## src/rtl/synaptic_sram_rmw_ctrl.sv

```systemverilog
// Synaptic SRAM read-modify-write controller: single-word reads and saturating single-lane weight updates.
// Latency from the accept edge: a read response is captured at edge 3 and an update response at edge 4.
// REQ_READY is high only in IDLE. Responses have no backpressure: the consumer must capture RSP_DATA on the RSP_VALID cycle.
module synaptic_sram_rmw_ctrl #(
    parameter int ADDR_WIDTH   = 8,
    parameter int DATA_WIDTH   = 32,
    parameter int WEIGHT_WIDTH = 8,
    parameter int DELTA_WIDTH  = 8,
    parameter int LANE_WIDTH   = 2
) (
    input  logic                  CK,
    input  logic                  RST,
    // request channel
    input  logic                  REQ_VALID,
    output logic                  REQ_READY,
    input  logic                  REQ_OP,
    input  logic [ADDR_WIDTH-1:0] REQ_ADDR,
    input  logic [LANE_WIDTH-1:0] REQ_LANE,
    input  logic [DELTA_WIDTH-1:0] REQ_DELTA,
    // response channel
    output logic                  RSP_VALID,
    output logic [DATA_WIDTH-1:0] RSP_DATA,
    // SRAM initiator port
    output logic                  SRAM_CS,
    output logic                  SRAM_WE,
    output logic [ADDR_WIDTH-1:0] SRAM_A,
    output logic [DATA_WIDTH-1:0] SRAM_D,
    input  logic [DATA_WIDTH-1:0] SRAM_Q
);

    // The sum is one bit wider than the widest operand, so the add itself never overflows.
    localparam int SUM_W = ((WEIGHT_WIDTH > DELTA_WIDTH) ? WEIGHT_WIDTH : DELTA_WIDTH) + 1;
    localparam logic signed [SUM_W-1:0] SAT_MAX = SUM_W'((1 << (WEIGHT_WIDTH - 1)) - 1);
    // In two's complement, ~x equals -x-1, so this gives -2^(WEIGHT_WIDTH-1).
    localparam logic signed [SUM_W-1:0] SAT_MIN = ~SAT_MAX;

    typedef enum logic [2:0] {
        IDLE  = 3'd0,
        READ  = 3'd1,
        CALC  = 3'd2,
        WRITE = 3'd3,
        DONE  = 3'd4
    } state_t;

    state_t                  state;
    logic                    op_q;
    logic [LANE_WIDTH-1:0]   lane_q;
    logic [DELTA_WIDTH-1:0]  delta_q;
    logic [DATA_WIDTH-1:0]   word_q;

    logic [WEIGHT_WIDTH-1:0] lane_old;
    logic [WEIGHT_WIDTH-1:0] lane_new;
    logic signed [SUM_W-1:0] w_ext;
    logic signed [SUM_W-1:0] d_ext;
    logic signed [SUM_W-1:0] sum;
    logic [DATA_WIDTH-1:0]   new_word;
    int                      lane_base;

    // Merge the selected lane of the freshly read word with the saturated sum of weight and delta.
    // Every other lane passes through unchanged, and a read uses the word as stored.
    always_comb begin
        lane_base = int'(lane_q) * WEIGHT_WIDTH;
        lane_old  = SRAM_Q[lane_base +: WEIGHT_WIDTH];
        w_ext     = {{(SUM_W - WEIGHT_WIDTH){lane_old[WEIGHT_WIDTH-1]}}, lane_old};
        d_ext     = {{(SUM_W - DELTA_WIDTH){delta_q[DELTA_WIDTH-1]}}, delta_q};
        sum       = w_ext + d_ext;
        if (sum > SAT_MAX) begin
            lane_new = SAT_MAX[WEIGHT_WIDTH-1:0];
        end else if (sum < SAT_MIN) begin
            lane_new = SAT_MIN[WEIGHT_WIDTH-1:0];
        end else begin
            lane_new = sum[WEIGHT_WIDTH-1:0];
        end
        new_word = SRAM_Q;
        if (op_q) begin
            new_word[lane_base +: WEIGHT_WIDTH] = lane_new;
        end
    end

    // Control FSM. Every output is a register loaded on the transition into the state that owns it.
    // This avoids any combinational path from an input to an output.
    always_ff @(posedge CK) begin
        if (RST) begin
            state     <= IDLE;
            op_q      <= 1'b0;
            lane_q    <= '0;
            delta_q   <= '0;
            word_q    <= '0;
            REQ_READY <= 1'b1;
            RSP_VALID <= 1'b0;
            RSP_DATA  <= '0;
            SRAM_CS   <= 1'b0;
            SRAM_WE   <= 1'b0;
            SRAM_A    <= '0;
            SRAM_D    <= '0;
        end else begin
            case (state)
                IDLE: begin
                    if (REQ_VALID && REQ_READY) begin
                        op_q      <= REQ_OP;
                        lane_q    <= REQ_LANE;
                        delta_q   <= REQ_DELTA;
                        SRAM_A    <= REQ_ADDR;
                        SRAM_CS   <= 1'b1;
                        SRAM_WE   <= 1'b0;
                        REQ_READY <= 1'b0;
                        state     <= READ;
                    end
                end
                READ: begin
                    // The SRAM captures the read at this edge, and Q is valid in CALC.
                    SRAM_CS <= 1'b0;
                    state   <= CALC;
                end
                CALC: begin
                    word_q <= new_word;
                    if (op_q) begin
                        SRAM_CS <= 1'b1;
                        SRAM_WE <= 1'b1;
                        SRAM_D  <= new_word;
                        state   <= WRITE;
                    end else begin
                        RSP_VALID <= 1'b1;
                        RSP_DATA  <= new_word;
                        state     <= DONE;
                    end
                end
                WRITE: begin
                    SRAM_CS   <= 1'b0;
                    SRAM_WE   <= 1'b0;
                    RSP_VALID <= 1'b1;
                    RSP_DATA  <= word_q;
                    state     <= DONE;
                end
                DONE: begin
                    RSP_VALID <= 1'b0;
                    REQ_READY <= 1'b1;
                    state     <= IDLE;
                end
                default: begin
                    SRAM_CS   <= 1'b0;
                    SRAM_WE   <= 1'b0;
                    RSP_VALID <= 1'b0;
                    REQ_READY <= 1'b1;
                    state     <= IDLE;
                end
            endcase
        end
    end

    // A write strobe without chip select would corrupt the macro's protocol.
    a_we_needs_cs: assert property (@(posedge CK) disable iff (RST) SRAM_WE |-> SRAM_CS);
    // A response is always a single-cycle pulse.
    a_rsp_pulse: assert property (@(posedge CK) disable iff (RST) RSP_VALID |=> !RSP_VALID);

endmodule

```

## config.mk

```make
export PLATFORM = sky130hd
export DESIGN_NAME = synaptic_sram_rmw_ctrl
export DESIGN_NICKNAME = d
export VERILOG_FILES = /design/src/rtl/synaptic_sram_rmw_ctrl.sv
export SDC_FILE = /design/constraint.sdc
export NUM_CORES = 1
export LEC_CHECK = 0
export CORE_ASPECT_RATIO = 1.1
export CORE_MARGIN = 2
export CORE_UTILIZATION = 53
export CTS_CLUSTER_DIAMETER = 50
export DETAILED_ROUTE_END_ITERATION = 10
export PLACE_DENSITY_LB_ADDON = 0.1
export SYNTH_ARGS = -nofsm -noshare
export SYNTH_HDL_FRONTEND = slang
export SYNTH_SLANG_ARGS = --single-unit
```

## constraint.sdc

```tcl
create_clock -name CK -period 7.95 [get_ports CK]
set_input_delay 2.385 -clock CK [delete_from_list [all_inputs] [get_ports CK]]
set_output_delay 2.385 -clock CK [all_outputs]
set_load 0.005 [all_outputs]
```

## Word level (Yosys, flattened, before mapping)

Cells that the tools add are included.

| storage, ports and cells | value |
|---|---|
| input bits | 54 |
| flip-flop bits (word level) | 122 |
| output and inout port bits | 76 |
| logic and storage cells | 60 |

| cells by class | value |
|---|---|
| reductions and logical operators | 13 |
| shifts and indexed selects | 3 |
| equal/unequal tests | 7 |
| bitwise gates (word level) | 4 |
| muxes and demuxes | 17 |
| magnitude comparators | 2 |
| $add $sub $neg | 2 |

Operators by type and width:

| operator | count |
|---|---|
| $mux 32 | 2 |
| $pmux 32 s2 | 1 |
| $neg 5->33 | 1 |
| $shift 8x33->32 const A | 1 |
| $shiftx 8x33->32 | 1 |
| $bwmux 32 | 1 |
| $shiftx 32x6->8 | 1 |
| $mux 8 | 2 |
| $pmux 3 s4 | 1 |
| $reduce_and 2->1 | 5 |
| $add 8x8->9 | 1 |
| $gt 9x8->1 const B | 1 |
| $lt 9x8->1 const B | 1 |
| $pmux 1 s3 | 3 |
| $eq 3x2->1 const B | 2 |
| $mux 3 | 2 |
| $ne 2x2->1 const B | 3 |
| $reduce_and 3->1 | 2 |
| $mux 1 | 4 |
| $not 1->1 | 4 |
| $reduce_or 2->1 | 2 |
| $eq 3x1->1 const B | 1 |
| $eq 3x3->1 const B | 1 |
| $logic_not 3->1 | 1 |
| other kinds (4) | 4 |

## Depth between registers and ports, before layout

| logic depth | value |
|---|---|
| word-level depth | 10 |
| mapped depth | 10 |
| depth with buffers taken out | 9 |

## Worst setup path after synthesis

Ideal clock, no wire load.

| timing path | value |
|---|---|
| path type | input port to flip-flop |
| start | input port SRAM_Q[24] |
| end | register RSP_DATA[2] |
| stages on the path | 9 |
| data arrival time | 4.858 ns |
| path slack | 2.959 ns |
| cells stage by stage | mux4_2 -> ha_1 -> fa_1 -> a211oi_1 -> or2_2 -> a31oi_2 -> maj3_1 -> a22oi_1 -> o22ai_1 |

| on the way | value |
|---|---|
| longest elaborated chain between the ends | 10 |
| elaborated cells between the ends (all ways) | 11 |
| those cells by class | add/sub (1); order compare (2); shift (2); mux (6) |

RTL lines:

| item | RTL line | text |
|---|---|---|
| start: declaration | 28 | `input logic [DATA_WIDTH-1:0] SRAM_Q` |
| $shiftx 32x6->8 * | 63 | `lane_old = SRAM_Q[lane_base +: WEIGHT_WIDTH];` |
| $add 8x8->9 * | 66 | `sum = w_ext + d_ext;` |
| $lt 9x8->1 | 69 | `end else if (sum < SAT_MIN) begin` |
| $mux 8 | 69 |  |
| $mux 8 * | 67 | `if (sum > SAT_MAX) begin` |
| $shiftx 8x33->32 * | 76 | `new_word[lane_base +: WEIGHT_WIDTH] = lane_new;` |
| $bwmux 32 * | 76 |  |
| $mux 32 * | 75 | `if (op_q) begin` |
| $mux 32 * | 117 | `if (op_q) begin` |
| $pmux 32 s2 * | 97 | `case (state)` |
| end signal: assignment | 124 | `RSP_DATA <= new_word;` |
| end signal: assignment | 132 | `RSP_DATA <= word_q;` |
| end: declaration | 22 | `output logic [DATA_WIDTH-1:0] RSP_DATA,` |

Every way passes the cells marked *; elsewhere a longest branch is shown, timed or not. The select of a mux whose other input is x is not followed.
A chain may end at the register's enable or synchronous reset.

## Worst setup path after layout

| timing path | value |
|---|---|
| start | input port SRAM_Q[16] |
| end | register SRAM_D[4] |

| on the way | value |
|---|---|
| longest elaborated chain between the ends | 8 |
| elaborated cells between the ends (all ways) | 9 |
| those cells by class | add/sub (1); order compare (2); shift (2); mux (4) |

RTL lines:

| item | RTL line | text |
|---|---|---|
| $shiftx 32x6->8 * | 63 |  |
| $add 8x8->9 * | 66 |  |
| $lt 9x8->1 | 69 |  |
| $mux 8 | 69 |  |
| $mux 8 * | 67 |  |
| $shiftx 8x33->32 * | 76 |  |
| $bwmux 32 * | 76 |  |
| $mux 32 * | 75 |  |
| end signal: assignment | 120 | `SRAM_D <= new_word;` |
| end: declaration | 27 | `output logic [DATA_WIDTH-1:0] SRAM_D,` |

Every way passes the cells marked *; elsewhere a longest branch is shown, timed or not.

==> qor.txt <==
Cell Area, Synth: 5323 sq um
Hold Buf Count CTS: 0
Unrepaired setup endpoints after global routing: false
Setup CP Type: primary input to flop
Initial antenna violation count: 0
Power share of the clock group: 42.1%
Final Power: 1628 uW
Max VDD drop: 0.1627 mV
Worst stage delay on the critical path: 0.49 ns
Combinational share of power: 17.1%
IO Pins: 130
Cts repair resizes: 0
FMAX: 184.1 MHz
Crit-path max FO: 7
Via Count: 5,123
GRT Util Overall: 32.30%
Flops & latches, synth: 122
Vias per cell: 6.225
Max_slew headroom: 21.37%
Final Instance Count excl. Fillers: 823
Pwr per Cell Area: 227.0 nW/um^2
Final-report setup violation count: 0
Area grow syn2layout: 34.72%
DRC violation count after routing: 0
Die Area: 10,860 sq um
CP startpoint kind: primary input
Fillers: 750
Initial DRC Count: 312
Sequential share of power: 40.8%
Leakage: 0.002435 uW
Max Clock Skew: 0.008254 ns
Die Width: 99.55 microns
CTS sink cnt: 122
Tmin final: 5.433 ns
Port bufs: 129
Inst Count DP: 794
Final number of hold-violating endpoints: 0
Number of global-route vias before repair: 5,107
Worst skew pair latency: 0.52 ns
NetSw: 443.1 uW
# diodes: 0
Yosys warns: 0
Main synth FF type: dfxtp_1
Sequential fraction of the synthesis area: 45.89%
CTS buffer count: 17
Hold slack: 0.4518 ns
Worst slack, placed: 2.037 ns
Internal: 1184 uW
Layout cells sized above 1: 8.250%
Synthesized instance count: 585
Max clock buf depth: 2
Max-Cap Viols: 0
Post-Route Setup TNS: 0 ns
Total grt overflow: 0
Fin crit share: 68.33%
Outcome: complete, no violations
Reg clk slew, reported paths: 0.06 ns
Fin. max-slew vios: 0
Clock root buffer: clkbuf_8
Asr flop ratio synth: 0%
Global placement routability congestion: 0.8881
Yosys cell types: 49
Row count: 38
DRT Pass-1 Iters: 5
Post-synth net total: 653
Most used cell, CP: a211oi_1
CP Cell Sequence: clkdlybuf4s50_1 > mux4_2 > ha_1 > fa_1 > a211oi_1 > or2_2 > a31oi_2 > maj3_1 > a22oi_1 > a211oi_1
Switching Fraction: 27.23%
Layout Nets: 761
Register area: 2442 sq um
First-pass GRT wire length: 26,940 microns
Post-DR wirelength/cell: 20.67 microns
Antenna viol nets, final: 0
Tightest Hold Check Type: flop to flop
Synthesized area per cell: 9.098 sq um
Detailed placement HPWL: 11,770 microns
EDFF count, synth: 0
Tightest Pin Transition: 1.179 ns
Initial Util: 54.08%
Area of the multi-input gates: 2695 sq um
Die H: 109.1 microns
Postcts setup bufs: 0
CP required: 8.30 ns
Worst setup margin: 2.517 ns
Worst EP arrival: 5.79 ns
Worst path slowest cell: maj3_1
Nature of the critical path endpoint: flop
CTS tree: built
Largest net degree at the start of global routing: 75
Core ar.: 9842 sq um
WL final: 17,010 microns
H-Tree Depth: 4
## state kept, by name (all words and copies together), names as in the netlist
signal	cells
SRAM_D	32
delta_q	8
SRAM_CS	1
SRAM_A	8
word_q	32
RSP_DATA	32
REQ_READY	1
RSP_VALID	1
SRAM_WE	1
lane_q	2
state	3
op_q	1
## cells in the mapped netlist, types with 4 or more instances
library cell	instances	area share (%)
a211oi_1	65	9.2
a21boi_0	4	0.56
a21oi_1	40	3.8
a221oi_1	4	0.66
a22oi_1	54	7.6
buf_1	6	0.42
clkbuf_1	40	2.8
dfxtp_1	122	46
ha_1	13	3.1
inv_1	5	0.35
maj3_1	7	1.3
mux4_2	8	3.4
nand2_1	67	4.7
nor2_1	83	5.9
nor3_1	7	0.66
nor3b_1	4	0.56
o22ai_1	13	1.5
## cells in the final DEF (no fill, tap or decap), types with 3 or more instances in the layout
| cell | netlist | layout |
|---|---|---|
| a211oi_1 | 65 | 65 |
| ha_1 | 13 | 13 |
| mux4_2 | 8 | 8 |
| xor2_1 | 3 | 3 |
| a21boi_0 | 4 | 4 |
| inv_1 | 5 | 5 |
| nor3b_1 | 4 | 4 |
| o22ai_1 | 13 | 13 |
| nor3_1 | 7 | 7 |
| clkbuf_16 | 0 | 16 |
| clkdlybuf4s50_1 | 0 | 128 |
| a22oi_1 | 54 | 54 |
| a221oi_1 | 4 | 4 |
| clkbuf_8 | 0 | 3 |
| nor4b_2 | 3 | 3 |
| clkinv_2 | 0 | 4 |
| nor2_1 | 83 | 82 |
| buf_4 | 0 | 8 |
| dfxtp_1 | 122 | 122 |
| a21oi_1 | 40 | 40 |
| o21ai_0 | 3 | 3 |
| maj3_1 | 7 | 7 |
| nand2_1 | 67 | 67 |
## routing by layer
| layer | vias to the layer above | routed length, microns | GRT usage [%] |
|---|---|---|---|
| li1 | 2384 | - | - |
| met1 | 2442 | 6773 | 39.50 |
| met2 | 251 | 8327 | 54.44 |
| met3 | 46 | 1304 | 7.436 |
| met4 | 0 | 607 | 14.48 |
| met5 | - | 0 | 0 |
## critical path, delay by kind of cell
family | cells | cell delay, ns
compound gates | 4 | 1.15
fa+ha+maj | 3 | 1.13
mux | 1 | 0.48
buf+inv | 1 | 0.43
simple gates | 1 | 0.20
## per-stage QoR
step	utilization, %	area (sq um)
after floorplan	-	5323
after detailed placement	67.54	6648
after CTS	72.86	7171
after global placement	67.54	6648
final	72.86	7171
after global routing	72.86	7171
## cells by family after synthesis
family                     after synthesis  synth area share, %
AOI/OAI and AO/OA                      202                27.36
xor gates and xnor gates                 4               0.6583
adders and majority gates               21                4.749
buffers and inverters                   52                3.690
DFF                                    122                45.89
muxes                                    9                3.573
and+or+nand+nor                        175                14.08
## power by group through the flow
| stage | Clock (uW) | Sequential [uW] | Combinational, uW |
|---|---|---|---|
| CTS | 690 | 664 | 275 |
| detailed placement | 0 | 676 | 273 |
| floorplan | 0 | 666 | 174 |
| global route | 721 | 667 | 302 |
| finish | 686 | 664 | 278 |
| global placement | 0 | 675 | 268 |
## worst paths after layout
| path | from | to | slack (ns) | depth (start not counted) |
|---|---|---|---|---|
| max | SRAM_Q[16] | SRAM_D[4] | 2.52 | 10 |
| min | RSP_DATA[21] | RSP_DATA[21] | 0.45 | 2 |
| max reg2reg | lane_q[0] | SRAM_D[4] | 3.76 | 9 |
| min reg2reg | RSP_DATA[21] | RSP_DATA[21] | 0.45 | 2 |
## layout make-up
type	count	share of cell area, %
repair buffers	136	18.71
clock inverters	8	1.029
inverters	5	0.2617
clock buffers	21	6.264
multi-input cells	411	37.58
flip-flops and latches	122	34.06
well taps	120	2.094
Power figures use the tool's default switching activity.
==> edit 1 (config.mk and constraints unchanged) <==
Encoding of `state_t`: now one-hot (5 bits for 5 states).
--- a/src/rtl/synaptic_sram_rmw_ctrl.sv
+++ b/src/rtl/synaptic_sram_rmw_ctrl.sv
@@ -34,12 +34,12 @@
     // In two's complement, ~x equals -x-1, so this gives -2^(WEIGHT_WIDTH-1).
     localparam logic signed [SUM_W-1:0] SAT_MIN = ~SAT_MAX;
 
-    typedef enum logic [2:0] {
-        IDLE  = 3'd0,
-        READ  = 3'd1,
-        CALC  = 3'd2,
-        WRITE = 3'd3,
-        DONE  = 3'd4
+    typedef enum logic [4:0] {
+        IDLE  = 5'b00001,
+        READ  = 5'b00010,
+        CALC  = 5'b00100,
+        WRITE = 5'b01000,
+        DONE  = 5'b10000
     } state_t;
 
     state_t                  state;
Behaviour: same outputs for any inputs over 4 cycles, from zero or initial values and one cycle with RST high; so few cycles prove little.
==> edit 1 against the original RTL <==
Combinational power increased by 7.9%; total power increased by 8.3%; synthesized area increased by 2.8%; critical path type unchanged; highest routed layer unchanged; register-to-register slack about the same; worst setup slack got worse by 0.034 ns; design area increased by 3.0%; sequential cell count increased by 2; routed wire length increased by 1.4%; sequential power about the same; largest cell class unchanged.
==> edit 1: results (changes against the original RTL) <==
status complete, no violations; WHS Endpoint SRAM_A[6]; total placed cells including tap cells 808 (+1.8%); metal3 WL 1262 um (-3.2%); drt pass-1 iters 6 (+1); met2 Track Usage GR 50.62% (-3.8 points); fin crit period 5.467 ns (+0.03429 ns); Hold Crit Start SRAM_A[6]; Global Route Usage Sum 32.09% (-0.21 points); initial drt markers 419 (+34%); first-pass GRT wire length 27890 um (+3.5%); Worst slew margin 19.09% (-2.3 points); met3 Use GR 7.089% (-0.35 points); GR Overflow Total 0 (unchanged); post-synthesis sequential area ratio 45.37% (-0.52 points); skew final 0.005971 ns (-0.002283 ns); post-synthesis cell type count 55 (+12%); vias in the first global route 5247 (+2.7%); Skew-Pair Late Insertion Delay 0.54 ns (+0.02 ns); Syn Inst Count 601 (+2.7%); Max VDD drop 186.9 uV (+15%); CP Max Fanout 6 (-1); routed vias/inst 6.336 (+1.8%); Vias 5316 (+3.8%); commonest cells in the netlist dfxtp_1, nor2_1, nand2_1, a211oi_1, a22oi_1; final WL 17250 um (+1.4%); switching share of power 27.33% (+0.10 points); r2r setup slk 3.77 ns (about the same); syn nets 669 (+2.5%); WL met2 8296 um (-0.37%); crit path DAT 5.85 ns (+0.06 ns); crit path from SRAM_Q[16]; dpl hpwl 11580 um (-1.6%); # port buffers 129 (unchanged); synth top area cells dfxtp_1, a211oi_1, a22oi_1; Yosys Warn Count 0 (unchanged); met1 Track Usage GR 40.79% (+1.3 points); GPL Wtd Cong 0.9267 (+4.3%); Final Net Count 775 (+1.8%); share of cells above drive strength 1 7.650% (-0.60 points); Leak 0.002446 uW (+0.45%); Routed met1 length 6980 um (+3.1%); largest net degree at the start of global routing 78 (+4.0%); FF-to-FF End RSP_DATA[0]
edit 1: cell families after synthesis:
family / Yosys count / synth area share (%)
AO/OA/AOI/OAI: 213 / 27.69
XOR/XNOR: 5 / 0.8003
flip-flops: 124 / 45.37
AND/OR/NAND/NOR: 178 / 14.36
adder cells (fa/ha/maj): 20 / 4.505
buffers and inverters: 52 / 3.796
multiplexers: 9 / 3.476
edit 1: area by class of cell:
class	count	area [um^2]	area share (%)
Inverter	4	15.01	0.2033
Sequential cell	124	2482	33.60
Multi-Input combinational cell	425	2801	37.92
Tap cell	120	150.1	2.033
Clock inverter	11	168.9	2.287
Clock buffer	20	435.4	5.894
Timing Repair Buffer	135	1334	18.06
edit 1: power groups by stage:
| stage | sequential [uW] | combinational, uW | clock, uW |
|---|---|---|---|
| 2_1_floorplan | 663 | 205 | 0 |
| 3_3_place_gp | 676 | 291 | 0 |
| 3_5_place_dp | 677 | 294 | 0 |
| 4_1_cts | 664 | 297 | 798 |
| 5_1_grt | 667 | 326 | 830 |
| 6_report | 664 | 300 | 798 |
edit 1: through the flow:
stage	hold WS (ns)	util (%)	cell area (um^2)	power (uW)	worst slack (ns)
after floorplan	0.4406	-	5472	868.1	2.921
after global placement	0.4414	68.26	6783	967.7	2.003
after detailed placement	0.4487	68.26	6783	971.1	2.005
after CTS	0.4538	74.34	7387	1759	2.538
after global routing	0.4799	74.34	7387	1823	2.292
final	0.4517	74.34	7387	1763	2.483
edit 1: critical path, stage by stage:
cell	delay, ns
clkdlybuf4s50_1	0.43
mux4_2	0.48
ha_1	0.23
fa_1	0.41
a211oi_1	0.34
o31ai_1	0.18
o21a_1	0.30
maj3_1	0.45
a22oi_1	0.48
o22ai_1	0.16
==> edit 2 (same flow settings) <==
Made on the original files. Change the parameter `DELTA_WIDTH` from 8 to 6.
--- a/src/rtl/synaptic_sram_rmw_ctrl.sv
+++ b/src/rtl/synaptic_sram_rmw_ctrl.sv
@@ -5,7 +5,7 @@
     parameter int ADDR_WIDTH   = 8,
     parameter int DATA_WIDTH   = 32,
     parameter int WEIGHT_WIDTH = 8,
-    parameter int DELTA_WIDTH  = 8,
+    parameter int DELTA_WIDTH  = 6,
     parameter int LANE_WIDTH   = 2
 ) (
     input  logic                  CK,
Ports: changed (resized REQ_DELTA); port bits go from 130 to 128. The function was not compared with the original's and may differ.
==> edit 2 against the original RTL <==
Cell count up 0.85%; synthesized area up 5.5%; design area up 5.5%; hold slack better by 0.00067 ns; synthesized cell count down 2.7%; total power up 9.5%; sequential cell count down 2; routed wire length down 1.4%; worst setup slack worse by 0.062 ns.
==> edit 2: results (changes against the original RTL) <==
vias in the first global route 4929 (-3.5%); skew final 0.006597 ns (-0.001657 ns); status complete, no violations; post-synthesis cell type count 50 (+2.0%); Vias 5025 (-1.9%); syn nets 635 (-2.8%); synth top area cells dfxtp_1, a211oi_2, nor2_1; CP Max Fanout 6 (-1); WHS Endpoint RSP_DATA[29]; drt pass-1 iters 6 (+1); first-pass GRT wire length 26140 um (-3.0%); H-tree Lvls 4 (unchanged); crit path DAT 5.75 ns (-0.04 ns); Root Buffer clkbuf_16; commonest cells in the netlist dfxtp_1, nor2_1, nand2_1, a211oi_2, clkbuf_1; r2r startpoint lane_q[0]; dpl hpwl 11130 um (-5.4%); share of cells above drive strength 1 19.51% (+11 points); r2r setup slk 3.82 ns (+0.06 ns); worst stage delay on the critical path 0.49 ns (about the same); crit path from SRAM_Q[24]; Skew-Pair Late Insertion Delay 0.42 ns (-0.10 ns); # port buffers 127 (-1.6%); Max VDD drop 150.9 uV (-7.3%); post-synthesis sequential area ratio 42.77% (-3.1 points); Min-Delay Path Class register to register; GPL Wtd Cong 0.9506 (+7.0%); compound-gate portion of the synthesized area 30.70% (+3.3 points); Final Net Count 740 (-2.8%); mux contribution to synthesized area 3.408% (-0.16 points); Hold Crit Start RSP_DATA[29]; initial drt markers 367 (+18%); largest net degree at the start of global routing 78 (+4.0%); CP Capture Point RSP_DATA[18]; Leak 0.002518 uW (+3.4%); Worst Tran Pin Value 0.9535 ns (-0.2260 ns); Global Route Usage Sum 29.71% (-2.6 points); Adder-Cell Fraction of Synth Area 4.723% (-0.026 points); slowest CP cell mux4_2; post-cts resize count 0 (unchanged); total CTS buffers 17 (unchanged); antenna violations before repair 0 (unchanged); biggest regs RSP_DATA: 32 flops, SRAM_D: 32 flops, word_q: 32 flops; Hold WS 0.4524 ns (+0.0006670 ns); final WL 16770 um (-1.4%); Post-Synth XOR/XNOR Area 0.7797% (+0.12 points)
edit 2: changes by cell type in the layout (fill, tap and decap cells not counted), moves of 4 or more:
cell / before / now
a211oi_1: 65 / 17
a211oi_2: 2 / 45
a21boi_0: 4 / 0
a21oi_1: 40 / 30
a22oi_1: 54 / 23
a22oi_2: 0 / 23
a32oi_1: 2 / 10
maj3_1: 7 / 0
maj3_4: 0 / 6
nand2_1: 67 / 57
o22ai_1: 13 / 20
edit 2: area by class of cell:
class / count / area, um^2
well taps: 143 / 178.9
repair buffers: 133 / 1314
clock buffers: 18 / 439.2
fillers: 778 / 2779
clock inverters: 14 / 197.7
flip-flops and latches: 120 / 2402
inverters: 4 / 15.01
multi-input cells: 398 / 3019
edit 2: power by group:
| group | total [uW] | internal (uW) | switching [uW] | leakage, uW |
|---|---|---|---|---|
| Combinational | 304 | 135 | 169 | 0.00124 |
| Clock | 824 | 535 | 289 | 0.000307 |
| Sequential | 653 | 628 | 24.7 | 0.000973 |
edit 2: stage by stage:
step	power [uW]	cell area [um^2]	setup WS, ns	util, %	cells
2_1_floorplan	862.6	5617	2.917	-	569
3_3_place_gp	953.7	6929	2.148	66.98	798
3_5_place_dp	961.8	6929	2.083	66.98	798
4_1_cts	1783	7566	2.500	73.14	830
5_1_grt	1839	7566	2.394	73.14	830
6_report	1781	7566	2.455	73.14	830
edit 2: worst max-delay path: cells and delay by family:
family,cells,cell delay (ns)
compound gates,5,1.29
fa+ha+maj,3,1.13
mux,1,0.49
buf+inv,1,0.45
edit 2: layer usage:
layer | routed length, um | vias up | track usage [%]
met1 | 7230 | 2407 | 40.43
met5 | 0 | - | 0
met2 | 7877 | 243 | 45.66
li1 | - | 2337 | -
met4 | 427 | 0 | 11.82
met3 | 1237 | 38 | 6.717
